<file path="src/rtl/fix_pkg.sv">
// rtl/fix_pkg.sv - shared state encoding and ASCII constants for the FIX message framer
package fix_pkg;

  typedef enum logic [2:0] {
    IDLE,
    HDR,
    BODY,
    TAG1,
    TAG10,
    CKSUM,
    FLUSH
  } fix_state_t;

  localparam logic [7:0] ASC_SOH = 8'h01;
  localparam logic [7:0] ASC_8   = 8'h38;
  localparam logic [7:0] ASC_EQ  = 8'h3D;
  localparam logic [7:0] ASC_1   = 8'h31;
  localparam logic [7:0] ASC_0   = 8'h30;

  localparam int DEF_DATA_WIDTH = 32;
  localparam int BPW            = DEF_DATA_WIDTH / 8;
  localparam int CKSUM_DIGITS   = 3;

  function automatic int bytes_per_word(input int width);
    return width / 8;
  endfunction

endpackage

</file>
<file path="src/rtl/fix_byte_packer.sv">
// rtl/fix_byte_packer.sv - little-endian byte-to-word packer with zero-padded flush
module fix_byte_packer
  import fix_pkg::*;
#(
  parameter int DATA_WIDTH = DEF_DATA_WIDTH
) (
  input  logic                  clk,
  input  logic                  rst,
  input  logic                  clear,
  input  logic                  append,
  input  logic                  flush,
  input  logic [7:0]            din,
  output logic                  emit,
  output logic [DATA_WIDTH-1:0] word
);

  localparam int NB = bytes_per_word(DATA_WIDTH);
  localparam int IW = (NB > 1) ? $clog2(NB) : 1;

  logic [DATA_WIDTH-1:0] acc;
  logic [DATA_WIDTH-1:0] acc_base;
  logic [IW-1:0]         idx;
  logic [IW-1:0]         idx_base;
  logic                  last_lane;

  // clear acts before append so a restart can drop the old bytes and load a new one together
  always_comb begin
    acc_base  = clear ? '0 : acc;
    idx_base  = clear ? '0 : idx;
    last_lane = (idx_base == IW'(NB - 1));
    word      = acc_base;
    if (append) begin
      word = acc_base | (DATA_WIDTH'(din) << (8 * idx_base));
    end
    emit = append ? last_lane : (flush && (idx_base != '0));
  end

  always_ff @(posedge clk or posedge rst) begin
    if (rst) begin
      acc <= '0;
      idx <= '0;
    end else if (emit || (clear && !append)) begin
      acc <= '0;
      idx <= '0;
    end else if (append) begin
      acc <= word;
      idx <= idx_base + 1'b1;
    end
  end

endmodule

</file>
<file path="src/rtl/fix_msg_framer.sv">
// rtl/fix_msg_framer.sv - locates FIX message boundaries in a byte stream and writes packed words to cam_cntrl
module fix_msg_framer
  import fix_pkg::*;
#(
  parameter int         DATA_WIDTH    = DEF_DATA_WIDTH,
  parameter int         MAX_MSG_WORDS = 32,
  parameter logic [7:0] SOH           = ASC_SOH
) (
  input  logic                  clk,
  input  logic                  rst,
  input  logic [7:0]            byte_i,
  input  logic                  byte_valid_i,
  output logic                  byte_ready_o,
  input  logic                  full_i,
  output logic                  wr_cs_o,
  output logic                  wr_en_o,
  output logic [DATA_WIDTH-1:0] data_o,
  output logic                  start_message_o,
  output logic                  end_message_o,
  output logic                  msg_err_o
);

  localparam int             WCW       = $clog2(MAX_MSG_WORDS + 1);
  localparam logic [WCW-1:0] LAST_WORD = WCW'(MAX_MSG_WORDS - 1);

  fix_state_t            state;
  fix_state_t            state_nxt;
  fix_state_t            state_d;
  logic                  rdy_q;
  logic                  field_start;
  logic                  cksum_bad;
  logic [2:0]            digit_cnt;
  logic [WCW-1:0]        word_cnt;
  logic                  accept;
  logic                  is_soh;
  logic                  pk_clear;
  logic                  pk_append;
  logic                  pk_flush;
  logic                  pk_emit;
  logic [DATA_WIDTH-1:0] pk_word;
  logic                  natural_end;
  logic                  bad_now;
  logic                  overlong;

  // rdy_q keeps byte_ready_o low while reset is asserted
  assign byte_ready_o = rdy_q && !full_i && (state != FLUSH);
  assign accept       = byte_valid_i && byte_ready_o;
  assign is_soh       = (byte_i == SOH);

  always_comb begin
    pk_clear  = 1'b0;
    pk_append = 1'b0;
    pk_flush  = 1'b0;
    state_nxt = state;
    case (state)
      IDLE: if (accept && byte_i == ASC_8) begin
        pk_clear  = 1'b1;
        pk_append = 1'b1;
        state_nxt = HDR;
      end
      HDR: if (accept) begin
        if (byte_i == ASC_EQ) begin
          pk_append = 1'b1;
          state_nxt = BODY;
        end else if (byte_i == ASC_8) begin
          pk_clear  = 1'b1;
          pk_append = 1'b1;
        end else begin
          pk_clear  = 1'b1;
          state_nxt = IDLE;
        end
      end
      BODY: if (accept) begin
        pk_append = 1'b1;
        if (field_start && byte_i == ASC_1) state_nxt = TAG1;
      end
      TAG1: if (accept) begin
        pk_append = 1'b1;
        state_nxt = (byte_i == ASC_0) ? TAG10 : BODY;
      end
      TAG10: if (accept) begin
        pk_append = 1'b1;
        state_nxt = (byte_i == ASC_EQ) ? CKSUM : BODY;
      end
      CKSUM: if (accept) begin
        pk_append = 1'b1;
        if (is_soh) state_nxt = FLUSH;
      end
      FLUSH: begin
        pk_flush  = 1'b1;
        state_nxt = IDLE;
      end
      default: state_nxt = IDLE;
    endcase
  end

  fix_byte_packer #(.DATA_WIDTH(DATA_WIDTH)) u_packer (
    .clk    (clk),
    .rst    (rst),
    .clear  (pk_clear),
    .append (pk_append),
    .flush  (pk_flush),
    .din    (byte_i),
    .emit   (pk_emit),
    .word   (pk_word)
  );

  // a write closes the message either at the checksum SOH/flush or when the word budget runs out
  assign natural_end = (state == FLUSH) || (state == CKSUM && accept && is_soh);
  assign bad_now     = (state == FLUSH) ? cksum_bad : (digit_cnt != 3'(CKSUM_DIGITS));
  assign overlong    = pk_emit && !natural_end && (word_cnt == LAST_WORD);
  assign state_d     = overlong ? IDLE : state_nxt;

  always_ff @(posedge clk or posedge rst) begin
    if (rst) begin
      state           <= IDLE;
      rdy_q           <= 1'b0;
      field_start     <= 1'b0;
      cksum_bad       <= 1'b0;
      digit_cnt       <= '0;
      word_cnt        <= '0;
      wr_cs_o         <= 1'b0;
      wr_en_o         <= 1'b0;
      data_o          <= '0;
      start_message_o <= 1'b0;
      end_message_o   <= 1'b0;
      msg_err_o       <= 1'b0;
    end else begin
      state <= state_d;
      rdy_q <= 1'b1;
      if (accept) field_start <= is_soh;
      if (accept && state == TAG10) begin
        digit_cnt <= '0;
      end else if (accept && state == CKSUM && !is_soh && digit_cnt != 3'd7) begin
        digit_cnt <= digit_cnt + 1'b1;
      end
      if (accept && state == CKSUM && is_soh) cksum_bad <= (digit_cnt != 3'(CKSUM_DIGITS));
      if (pk_emit) begin
        word_cnt <= word_cnt + 1'b1;
      end else if (state == IDLE) begin
        word_cnt <= '0;
      end
      wr_cs_o         <= pk_emit;
      wr_en_o         <= pk_emit;
      if (pk_emit) data_o <= pk_word;
      start_message_o <= pk_emit && (word_cnt == '0);
      end_message_o   <= pk_emit && (natural_end || overlong);
      msg_err_o       <= overlong || (pk_emit && natural_end && bad_now);
    end
  end

endmodule

</file>
<file path="config.mk">
export PLATFORM = sky130hd
export DESIGN_NAME = fix_msg_framer
export DESIGN_NICKNAME = d
export VERILOG_FILES = /design/src/rtl/fix_pkg.sv /design/src/rtl/fix_byte_packer.sv /design/src/rtl/fix_msg_framer.sv
export SDC_FILE = /design/constraint.sdc
export NUM_CORES = 1
export LEC_CHECK = 0
export CAP_MARGIN = 10
export CORE_MARGIN = 2
export CORE_UTILIZATION = 49
export DETAILED_ROUTE_END_ITERATION = 10
export GPL_TIMING_DRIVEN = 1
export PLACE_DENSITY = 0.75
export SLEW_MARGIN = 10
export SYNTH_ARGS = -nofsm -noshare
export SYNTH_HDL_FRONTEND = slang
export SYNTH_SLANG_ARGS = --single-unit
export TNS_END_PERCENT = 1
</file>
<file path="constraint.sdc">
create_clock -name clk -period 3.1 [get_ports clk]
set_input_delay 0.31 -clock clk [delete_from_list [all_inputs] [get_ports clk]]
set_output_delay 0.31 -clock clk [all_outputs]
set_load 0.01 [all_outputs]
</file>
# Word level (Yosys, flattened, before mapping)

Index checks and enable logic that the tools add are counted.

Bits in registers: 85
Word-level logic and storage cells: 114

Add/subtract/negate cells: 3
Eq/ne operators: 25
Shift-type cells: 1
Mux-type cells: 37
Bitwise operators: 1
Reductions and logical operators: 34

Operator list:

| operator                                                         | count |
|---|---|
| 32-bit two-way mux                                               | 4 |
| 3-bit two-way mux                                                | 15 |
| 8-bit by 6-bit == test with 1-bit output (second input constant) | 4 |
| 32-bit OR                                                        | 1 |
| 8-bit by 5-bit << shifter with 32-bit output                     | 1 |
| 3-bit != test (second input constant)                            | 10 |
| 1-bit logical AND                                                | 18 |
| 3-bit one-hot mux with 6 select lines                            | 1 |
| 6-bit two-way mux                                                | 2 |
| 1-bit two-way mux                                                | 10 |
| 3-bit == test (second input constant)                            | 3 |
| 9-bit AND reduction                                              | 1 |
| 8-bit by 1-bit == test with 1-bit output (second input constant) | 1 |
| 2-bit nonzero test                                               | 4 |
| 6-bit by 1-bit adder with 6-bit output (second input constant)   | 1 |
| 3-bit by 2-bit == test with 1-bit output (second input constant) | 2 |
| 6-bit by 5-bit == test with 1-bit output (second input constant) | 1 |
| 6-bit logical NOT                                                | 1 |
| 2-bit two-way mux                                                | 3 |
| 1-bit logical NOT                                                | 4 |
| 1-bit logical OR                                                 | 4 |
| 4-bit != test (second input constant)                            | 1 |
| 4-bit OR reduction                                               | 1 |
| 3-bit by 1-bit adder with 3-bit output (second input constant)   | 1 |
| 7 further kinds                                                  | 7 |

# Longest topological paths before layout

Gate-level depths: netlist of run 1.

Depth after elaboration: 15
Gate-level depth with buffers: 16

# Modules after synthesis

Synthesis of run 1 repeated with hierarchy kept, for this count alone.

Cells, all modules: 380
Area total of the unflattened synthesis: 4042.6 um^2

Modules (own cells, without submodules):

| module          | times used | cells an instance | area an instance (um^2) |
|---|---|---|---|
| fix_msg_framer  | 1          | 203               | 2387.3 |
| fix_byte_packer | 1          | 177               | 1655.3 |

# Worst setup path after synthesis of run 1

OpenSTA, ideal clock, no wires.

Kind: flip-flop to flip-flop
Start point: reg state[1]
End point: reg u_packer.acc[0]
Library setup time: 0.121 ns
Arrival time: 2.930 ns
Data required time: 2.979 ns
Setup slack: 0.049 ns
Cell stages (with the launch flop): 16
Cell sequence: dfrtp_1 -> clkbuf_1 -> inv_1 -> ha_1 -> nand3_1 -> a221o_1 -> buf_2 -> buf_1 -> nand2_1 -> ha_1 -> or2_2 -> buf_1 -> nand2_1 -> a31oi_2 -> buf_2 -> a22o_1

Longest elaborated chain between the ends: 12
Elaborated cells between the ends (all ways): 34

RTL lines:

| what                                                                               | line                                         | RTL |
|---|---|---|
| start, declared                                                                    | fix_msg_framer.sv:26                         | `fix_state_t state;` |
| start signal, assigned                                                             | fix_msg_framer.sv:129                        | `state <= state_d;` |
| 3-bit != test                                                                      | fix_msg_framer.sv:46                         | `assign byte_ready_o = rdy_q && !full_i && (state != FLUSH);` |
| 1-bit logical AND                                                                  | fix_msg_framer.sv:46                         |  |
| 1-bit logical AND                                                                  | fix_msg_framer.sv:47                         | `assign accept = byte_valid_i && byte_ready_o;` |
| 1-bit logical AND                                                                  | fix_msg_framer.sv:56                         | `IDLE: if (accept && byte_i == ASC_8) begin` |
| 1-bit two-way mux                                                                  | fix_msg_framer.sv:56                         |  |
| 1-bit one-hot mux with 2 select lines                                              | fix_msg_framer.sv:55                         | `case (state)` |
| 2-bit two-way mux                                                                  | fix_byte_packer.sv:29                        | `idx_base = clear ? '0 : idx;` |
| 8-bit by 5-bit << shifter with 32-bit output or 2-bit nonzero test (tied branches) | fix_byte_packer.sv:33, fix_byte_packer.sv:35 |  |
| 32-bit OR or 1-bit logical AND (tied branches)                                     | fix_byte_packer.sv:33, fix_byte_packer.sv:35 |  |
| 32-bit two-way mux or 1-bit two-way mux (tied branches)                            | fix_byte_packer.sv:32, fix_byte_packer.sv:35 |  |
| 32-bit two-way mux or 1-bit logical OR (tied branches)                             | fix_byte_packer.sv:45, fix_byte_packer.sv:42 |  |
| 32-bit two-way mux or 2-bit nonzero test (tied branches)                           | n/a                                          |  |
| end signal, assigned                                                               | fix_byte_packer.sv:46                        | `acc <= word;` |
| end, declared                                                                      | fix_byte_packer.sv:20                        | `logic [DATA_WIDTH-1:0] acc;` |

Parallel ways exist; a longest one is shown, timed or not. The select of a mux whose other input is x is not followed.
A chain may end at the register's enable or synchronous reset.

# Final worst setup path of run 1

Start point: reg state[1]
End point: reg word_cnt[2]

Longest elaborated chain between the ends: 11
Elaborated cells between the ends (all ways): 26

RTL lines:

| what                                                    | line                  | RTL |
|---|---|---|
| 3-bit != test                                           | fix_msg_framer.sv:46  |  |
| 1-bit logical AND                                       | fix_msg_framer.sv:46  |  |
| 1-bit logical AND                                       | fix_msg_framer.sv:47  |  |
| 1-bit logical AND                                       | fix_msg_framer.sv:56  |  |
| 1-bit two-way mux                                       | fix_msg_framer.sv:56  |  |
| 1-bit one-hot mux with 2 select lines                   | fix_msg_framer.sv:55  |  |
| 2-bit two-way mux                                       | fix_byte_packer.sv:29 |  |
| 2-bit nonzero test                                      | fix_byte_packer.sv:35 | `emit = append ? last_lane : (flush && (idx_base != '0));` |
| 1-bit logical AND                                       | fix_byte_packer.sv:35 |  |
| 1-bit two-way mux                                       | fix_byte_packer.sv:35 |  |
| 6-bit two-way mux or 2-bit nonzero test (tied branches) | n/a                   |  |
| end signal, assigned                                    | fix_msg_framer.sv:139 | `word_cnt <= word_cnt + 1'b1;` |
| end, declared                                           | fix_msg_framer.sv:33  | `logic [WCW-1:0] word_cnt;` |

Parallel ways exist; a longest one is shown, timed or not.

==> impl_metrics.json, run 1 <==
{
  "placement_rows": 32,
  "drt-pass1-iter-count": 4,
  "cp_data_arrival_time_ns": 3.07,
  "sum_of_routed_wire_length_over_all_layers_um": 8776,
  "fin_skew_ns": 0.01163,
  "rsz_0062_raised_after_global_routing": "false",
  "initial_core_util_pct": 50.00,
  "number_of_enable_flip_flop_cells_after_synthesis": 0,
  "cts_tree": "built",
  "globalRouteOverflowTotal": 0,
  "avgRoutedWirePerCell_um": 16.16,
  "cts-htree-levels": 3,
  "r2r-start": "state[1]$_DFFE_PP0P_",
  "die_w_um": 92.34,
  "syn2layout_area_growth_pct": 24.28,
  "final_antenna_net_count": 0,
  "worstSetupPathType": "flop to flop",
  "syn_avg_cell_area_um2": 10.20,
  "complex_gate_fraction_of_the_synthesized_area_pct": 14.07,
  "cts_made_buffers": 9,
  "cts_hold_buf": 0,
  "cts_root_buf": "sky130_fd_sc_hd__clkbuf_8",
  "whs_ns": 0.3822,
  "first_iter_violations": 214,
  "critical_path_required_ns": 3.39,
  "grt_antenna_before_repair": 0,
  "yosys.area_share.simple_pct": 21.66,
  "layout.filler_cells": 622,
  "routed-via-count": 3055,
  "ys_seq_elements": 85,
  "setup.worst_path.end_class": "flop",
  "sequential_cell_area_um2": 2127,
  "final-setup-viol-count": 0,
  "dieHeight_um": 92.34,
  "cellPowerDensity_nw_per_um2": 425.9,
  "drt-vias-per-instance": 5.626,
  "worst_slew_pin_slew_ns": 0.7738,
  "timing.fmax_mhz": 360.5,
  "globalplace.congestion": 0.8802,
  "timing.max_slew.rel_slack_pct": 48.36,
  "cts.repair.resized": 0,
  "worst_path_dominant_cell_family": "buffers and inverters",
  "fp.dieArea_um2": 8526,
  "multi_input_area_um2": 1539,
  "rrSetupSlack_ns": 0.33,
  "grt.total_usage_pct": 22.61,
  "antenna-diode-count": 0,
  "synthCells": 375,
  "clkTransAtPathRegs_ns": 0.08,
  "worstPathCellList": "inv_1 -> ha_1 -> nand3_1 -> a221o_1 -> nand2_1 -> ha_1 -> nor2_1 -> a41oi_4 -> inv_2 -> nand3b_1 -> nand3_1",
  "max_cap_viol_count": 0,
  "route.detailed.drc": 0,
  "fin_crit_ns": 2.774,
  "cts.sinks": 85,
  "worst_r2r_path_depth": 11,
  "dp_hpwl_um": 6011,
  "core_um2": 7647,
  "synth-main-ff-cell": "sky130_fd_sc_hd__dfrtp_1",
  "reg2reg_to": "word_cnt[2]$_DFFE_PP0P_",
  "worst-path-buf-inv": 2,
  "synth_xor_xnor_area_share_pct": 0.4581,
  "io-pin-count": 50,
  "synth_top_family_by_area": "simple AND/OR/NAND/NOR gates",
  "post-cts-setup-buffers": 0,
  "ctsLongestPathBuffers": 2,
  "number_of_buffer_cells_added_on_primary_ports": 49,
  "grt_start_max_net_pins": 46,
  "first_global_vias": 3019,
  "synth.lib_cells_used.distinct": 52,
  "worstSkewPairLatency_ns": 0.37,
  "async_reset_ff_share_pct": 100.0,
  "status": "complete, no violations",
  "hold_path.class": "input pin to async pin",
  "final-hold-violation-count": 0,
  "leakagePower_nw": 2.296,
  "synth_warnings": 0,
  "peak_fanout_along_the_critical_path": 39,
  "grt_pass1_wl_um": 14940,
  "final-max-slew-violation-count": 0,
  "total_chip_power_mw": 2.024,
  "worst_voltage_drop_across_the_vdd_grid_v": 0.0003431,
  "synth_seq_area_share_pct": 55.63,
  "cpPeakStageDelay_ns": 0.57,
  "synth_adder_area_share_pct": 2.618,
  "fin_nets": 456,
  "cp_slowest_cell": "sky130_fd_sc_hd__inv_2",
  "post_synth_mux_area_share_pct": 1.113,
  "synth.cell_area_um2": 3824,
  "postSynthNetCount": 395,
  "crit_path_start_kind": "flop",
  "period_share_pct": 89.49,
  "drive_gt1_share_pct": 12.24
}
[power by group]
part / internal, mW / leakage [nW] / switching (mW)
Clock: 0.400 / 0.0991 / 0.419
Sequential: 1.11 / 1.19 / 0.00364
Combinational: 0.0376 / 1.01 / 0.0534
Total: 1.55 / 2.30 / 0.476
[state kept, by name, summed over array words and instances (netlist names)]
signal           count
end_message_o        1
state                3
wr_en_o              1
digit_cnt            3
data_o              32
msg_err_o            1
rdy_q                1
u_packer.acc        32
start_message_o      1
field_start          1
cksum_bad            1
word_cnt             6
u_packer.idx         2
[Yosys cell counts (all sizes together), types with 2 or more instances]
cell type   n  area share (%)
buf        19             2.8
nor3        2            0.39
nand2b      3            0.49
dfrtp      85              56
nor2       35             3.4
and3b       2            0.46
and3       11             1.8
nor2b       2            0.33
or2         2            0.33
a21oi      12             1.6
a221oi      8             1.8
and4        2            0.46
nand2      64             6.3
nand3      36             4.7
mux2        2            0.59
nand3b      5            0.98
o21ai       8             1.0
inv        10            0.98
ha          8             2.6
mux2i       2            0.52
xnor2       2            0.46
or3         2            0.33
clkbuf      6            0.59
a31oi       2            0.49
a22o       24             5.5
[cell usage in the layout (no fill, tap or decap), drive strengths merged, types with 2 or more instances in the layout]
cell	netlist	routed
nand3	36	36
and3	11	11
and3b	2	2
mux2i	2	2
inv	10	10
o21ai	8	8
ha	8	8
nand2	64	64
mux2	2	2
nor2b	2	2
a221oi	8	8
nand2b	3	3
clkinvlp	0	2
a22o	24	24
or2	2	2
and4	2	2
clkdlybuf4s50	0	49
or3	2	2
nor3	2	2
clkbuf	6	10
dfrtp	85	85
buf	19	26
a21oi	12	12
nand3b	5	5
clkinv	0	3
nor2	35	35
xnor2	2	2
a31oi	2	2
[per-stage QoR]
step           util, %  std cells  setup slack [ns]  cell area, µm²  TNS (ns)
6_report         62.14        543            0.3258            4752         0
5_1_grt          62.14        543           0.08394            4752         0
4_1_cts          62.03        543           0.06670            4743         0
3_5_place_dp     59.29        527           -0.3055            4534    -6.671
3_3_place_gp     59.29        527           -0.1311            4534    -3.106
2_1_floorplan        -        375           0.04864            3824         0
[layout make-up]
type / count / area share (%)
inverters: 10 / 0.8162
clock inverters: 6 / 1.501
multi-input cells: 255 / 32.39
well taps: 102 / 2.686
repair buffers: 75 / 14.96
clock buffers: 10 / 2.896
flip-flops and latches: 85 / 44.76
[logic make-up after synthesis]
family          after synthesis
buf+inv                      35
simple gates                173
flops                        85
mux                           4
compound gates               67
fa+ha+maj                     8
xor+xnor                      2
other cells                   1
[how the worst max path moves through the flow]
| stage | slack (ns) | cells after the start | from | to |
|---|---|---|---|---|
| 2_1_floorplan | 0.05 | 15 | state[1]$_DFFE_PP0P_ | u_packer.acc[0]$_DFFE_PP0P_ |
| 3_3_place_gp | -0.13 | 10 | byte_i[7] | u_packer.acc[12]$_DFFE_PP0P_ |
| 3_5_place_dp | -0.31 | 10 | byte_i[7] | u_packer.acc[17]$_DFFE_PP0P_ |
| 4_1_cts | 0.07 | 10 | state[1]$_DFFE_PP0P_ | u_packer.acc[17]$_DFFE_PP0P_ |
| 5_1_grt | 0.08 | 11 | state[1]$_DFFE_PP0P_ | word_cnt[2]$_DFFE_PP0P_ |
| 6_report | 0.33 | 11 | state[1]$_DFFE_PP0P_ | word_cnt[2]$_DFFE_PP0P_ |
[per-layer routing]
layer / up-vias / global-route usage (%) / wire length [µm]
met4: 0 / 9.826 / 159
li1: 1447 / - / -
met3: 14 / 4.150 / 387
met5: - / 0 / 0
met1: 1511 / 30.41 / 3917
met2: 83 / 36.13 / 4311
No activity file was read; power rests on OpenSTA's default activity.
==> inputs of run 2 (changes only) <==
CORE_UTILIZATION = 51   (was 49)
CTS_BUF_LIST = sky130_fd_sc_hd__clkbuf_2   (was unset)
PLACE_DENSITY = 0.78   (was 0.75)
==> run 2 against run 1 <==
  * Register-to-register slack is essentially flat
  * Clock power shrank 19%
  * Hold slack lost 0.24 ns
  * Utilization grew 2.2 points
  * Count of clock-buffer cells in the layout shrank 1
  * Global-route usage shrank 0.76 points
  * Non-clock buffer count shrank 2
  * Clock skew grew 0.019 ns
  * Sequential power is essentially flat
  * Critical path type unchanged
  * Highest routed layer unchanged
==> impl_metrics.json, run 2 (synthesized netlist as in run 1, its figures left out) <==
{
  "placed_cells": 522,
  "cp_data_arrival_time_ns": 3.26,
  "cts_made_buffers": 9,
  "fraction_of_power_spent_switching_nets_pct": 23.99,
  "power_frac_comb_pct": 4.7,
  "cts_tree": "built",
  "layoutNonFillerInstCount": 538,
  "placement_rows": 31,
  "drive_gt1_share_pct": 11.62,
  "syn2layout_area_growth_pct": 22.06,
  "grt.total_usage_pct": 21.84,
  "first_global_vias": 2944,
  "timing.max_slew.rel_slack_pct": 55.03,
  "cts_root_buf": "sky130_fd_sc_hd__clkbuf_2",
  "status": "complete, no violations",
  "rsz_0062_raised_after_global_routing": "false",
  "seq_power_share_pct": 59.7,
  "fin_crit_ns": 2.778,
  "final-hold-violation-count": 0,
  "layout.filler_cells": 598,
  "reg2reg_to": "start_message_o$_DFF_PP0_",
  "cts-htree-levels": 3,
  "final-max-slew-violation-count": 0,
  "r2r-start": "state[1]$_DFFE_PP0P_",
  "placement.cell_area_um2": 4516,
  "switchingPower_mw": 0.4486,
  "final-setup-viol-count": 0,
  "die_w_um": 90.59,
  "leakagePower_nw": 2.268,
  "number_of_buffer_cells_added_on_primary_ports": 49,
  "period_share_pct": 89.63,
  "route.detailed.drc": 0,
  "worst_r2r_path_depth": 10,
  "grt_antenna_before_repair": 0,
  "worst_slew_pin_slew_ns": 0.6641,
  "multi_input_area_um2": 1539,
  "grt_start_max_net_pins": 86,
  "worstSkewPairLatency_ns": 0.54,
  "reg_top3": "data_o x32, u_packer.acc x32, word_cnt x6",
  "first_iter_violations": 293,
  "cp_slowest_cell": "sky130_fd_sc_hd__dfrtp_1",
  "clock_power_share_pct": 35.6,
  "antenna-diode-count": 0,
  "final_core_util_pct": 64.34,
  "worst_voltage_drop_across_the_vdd_grid_v": 0.0002929,
  "critical_path.most_common_cell": "sky130_fd_sc_hd__ha_1",
  "ctsLongestPathBuffers": 2,
  "clkTransAtPathRegs_ns": 0.25,
  "initial_core_util_pct": 52.72,
  "io-pin-count": 50,
  "final_area_um2": 4667,
  "worstPathCellList": "inv_1 -> ha_1 -> nand3_1 -> a221o_1 -> nand2_1 -> ha_1 -> nor2_1 -> a41oi_4 -> inv_2 -> and3_1",
  "routed-via-count": 3075,
  "critical_path_required_ns": 3.58,
  "total_chip_power_mw": 1.870,
  "drt-vias-per-instance": 5.716,
  "peak_fanout_along_the_critical_path": 39,
  "worstSetupPathType": "flop to flop",
  "sequential_cell_area_um2": 2127,
  "cpPeakStageDelay_ns": 0.59,
  "fin_nets": 454,
  "drt-pass1-iter-count": 5,
  "grt_pass1_wl_um": 14220,
  "cellPowerDensity_nw_per_um2": 400.7,
  "dp_hpwl_um": 5848,
  "avgRoutedWirePerCell_um": 15.69,
  "cell_internal_power_mw": 1.422,
  "max_cap_viol_count": 0,
  "dieHeight_um": 90.59,
  "core_um2": 7253,
  "fin_skew_ns": 0.03080,
  "timing.fmax_mhz": 359.9,
  "final_common_cell": "sky130_fd_sc_hd__dfrtp_1",
  "final_antenna_net_count": 0,
  "most-common-layout-cells": "sky130_fd_sc_hd__dfrtp_1 (85), sky130_fd_sc_hd__nand2_1 (64), sky130_fd_sc_hd__clkdlybuf4s50_1 (49)",
  "globalplace.congestion": 0.8136,
  "rrSetupSlack_ns": 0.32,
  "sum_of_routed_wire_length_over_all_layers_um": 8440,
  "cts.sinks": 85,
  "fp.dieArea_um2": 8206,
  "fin_setup_tns_ns": 0,
  "crit_path_start_kind": "flop",
  "globalRouteOverflowTotal": 0,
  "setup.worst_path.end_class": "flop",
  "hold_path.class": "input pin to async pin"
}
run 2: final cells by class:
class                      instances  area share [%]
sequential                        85           45.58
inverter                          10          0.8311
tap                               99           2.654
clock inverter                     7           2.091
timing repair buffer              73           14.91
multi-input combinational        255           32.98
clock buffer                       9          0.9651
run 2: stage by stage:
step / worst slack, ns / hold slack, ns
2_1_floorplan: 0.04864 / 0.4425
3_3_place_gp: -0.09784 / 0.4491
3_5_place_dp: -0.2509 / 0.4548
4_1_cts: 0.1090 / 0.1372
5_1_grt: 0.07651 / 0.1399
6_report: 0.3216 / 0.1415
run 2: worst max-delay path, delay by kind of cell (launching register included):
family                   cells  cell delay [ns]
buffers and inverters        2             0.72
AND/OR/NAND/NOR              4             0.67
flip-flops                   1             0.59
adder cells (fa/ha/maj)      2             0.47
AO/OA/AOI/OAI                2             0.26
run 2: repair_timing:
item / CTS / global route
hold endpoints to repair: 0 / 0
setup endpoints to repair: 0 / 24
buffers inserted: 0 / 0
gates resized for setup: 0 / 1
hold buffers: 0 / 0
run 2: worst max path at each step:
stage | end | start | cells past startpoint | slack, ns
global placement | u_packer.acc[12]$_DFFE_PP0P_ | byte_i[7] | 10 | -0.1
detailed placement | u_packer.acc[11]$_DFFE_PP0P_ | byte_i[7] | 10 | -0.25
floorplan | u_packer.acc[0]$_DFFE_PP0P_ | state[1]$_DFFE_PP0P_ | 15 | 0.05
CTS | u_packer.acc[11]$_DFFE_PP0P_ | state[1]$_DFFE_PP0P_ | 10 | 0.11
finish | start_message_o$_DFF_PP0_ | state[1]$_DFFE_PP0P_ | 10 | 0.32
global route | data_o[13]$_DFFE_PP0P_ | state[1]$_DFFE_PP0P_ | 11 | 0.08
run 2: per-layer routing:
metal / part of all wire (%) / vias up / GRT usage, %
met5: 0 / - / 0
met4: 1.6 / 0 / 10.64
met3: 5.8 / 17 / 3.422
met2: 49 / 120 / 34.83
met1: 43 / 1492 / 29.31
li1: - / 1446 / -
run 2: power by group through the flow:
stage,logic (mW),clock network (mW),registers (mW)
3_3_place_gp,0.0882,0,1.14
2_1_floorplan,0.0373,0,1.13
3_5_place_dp,0.0890,0,1.14
4_1_cts,0.0892,0.674,1.12
5_1_grt,0.0983,0.724,1.12
6_report,0.0886,0.665,1.12
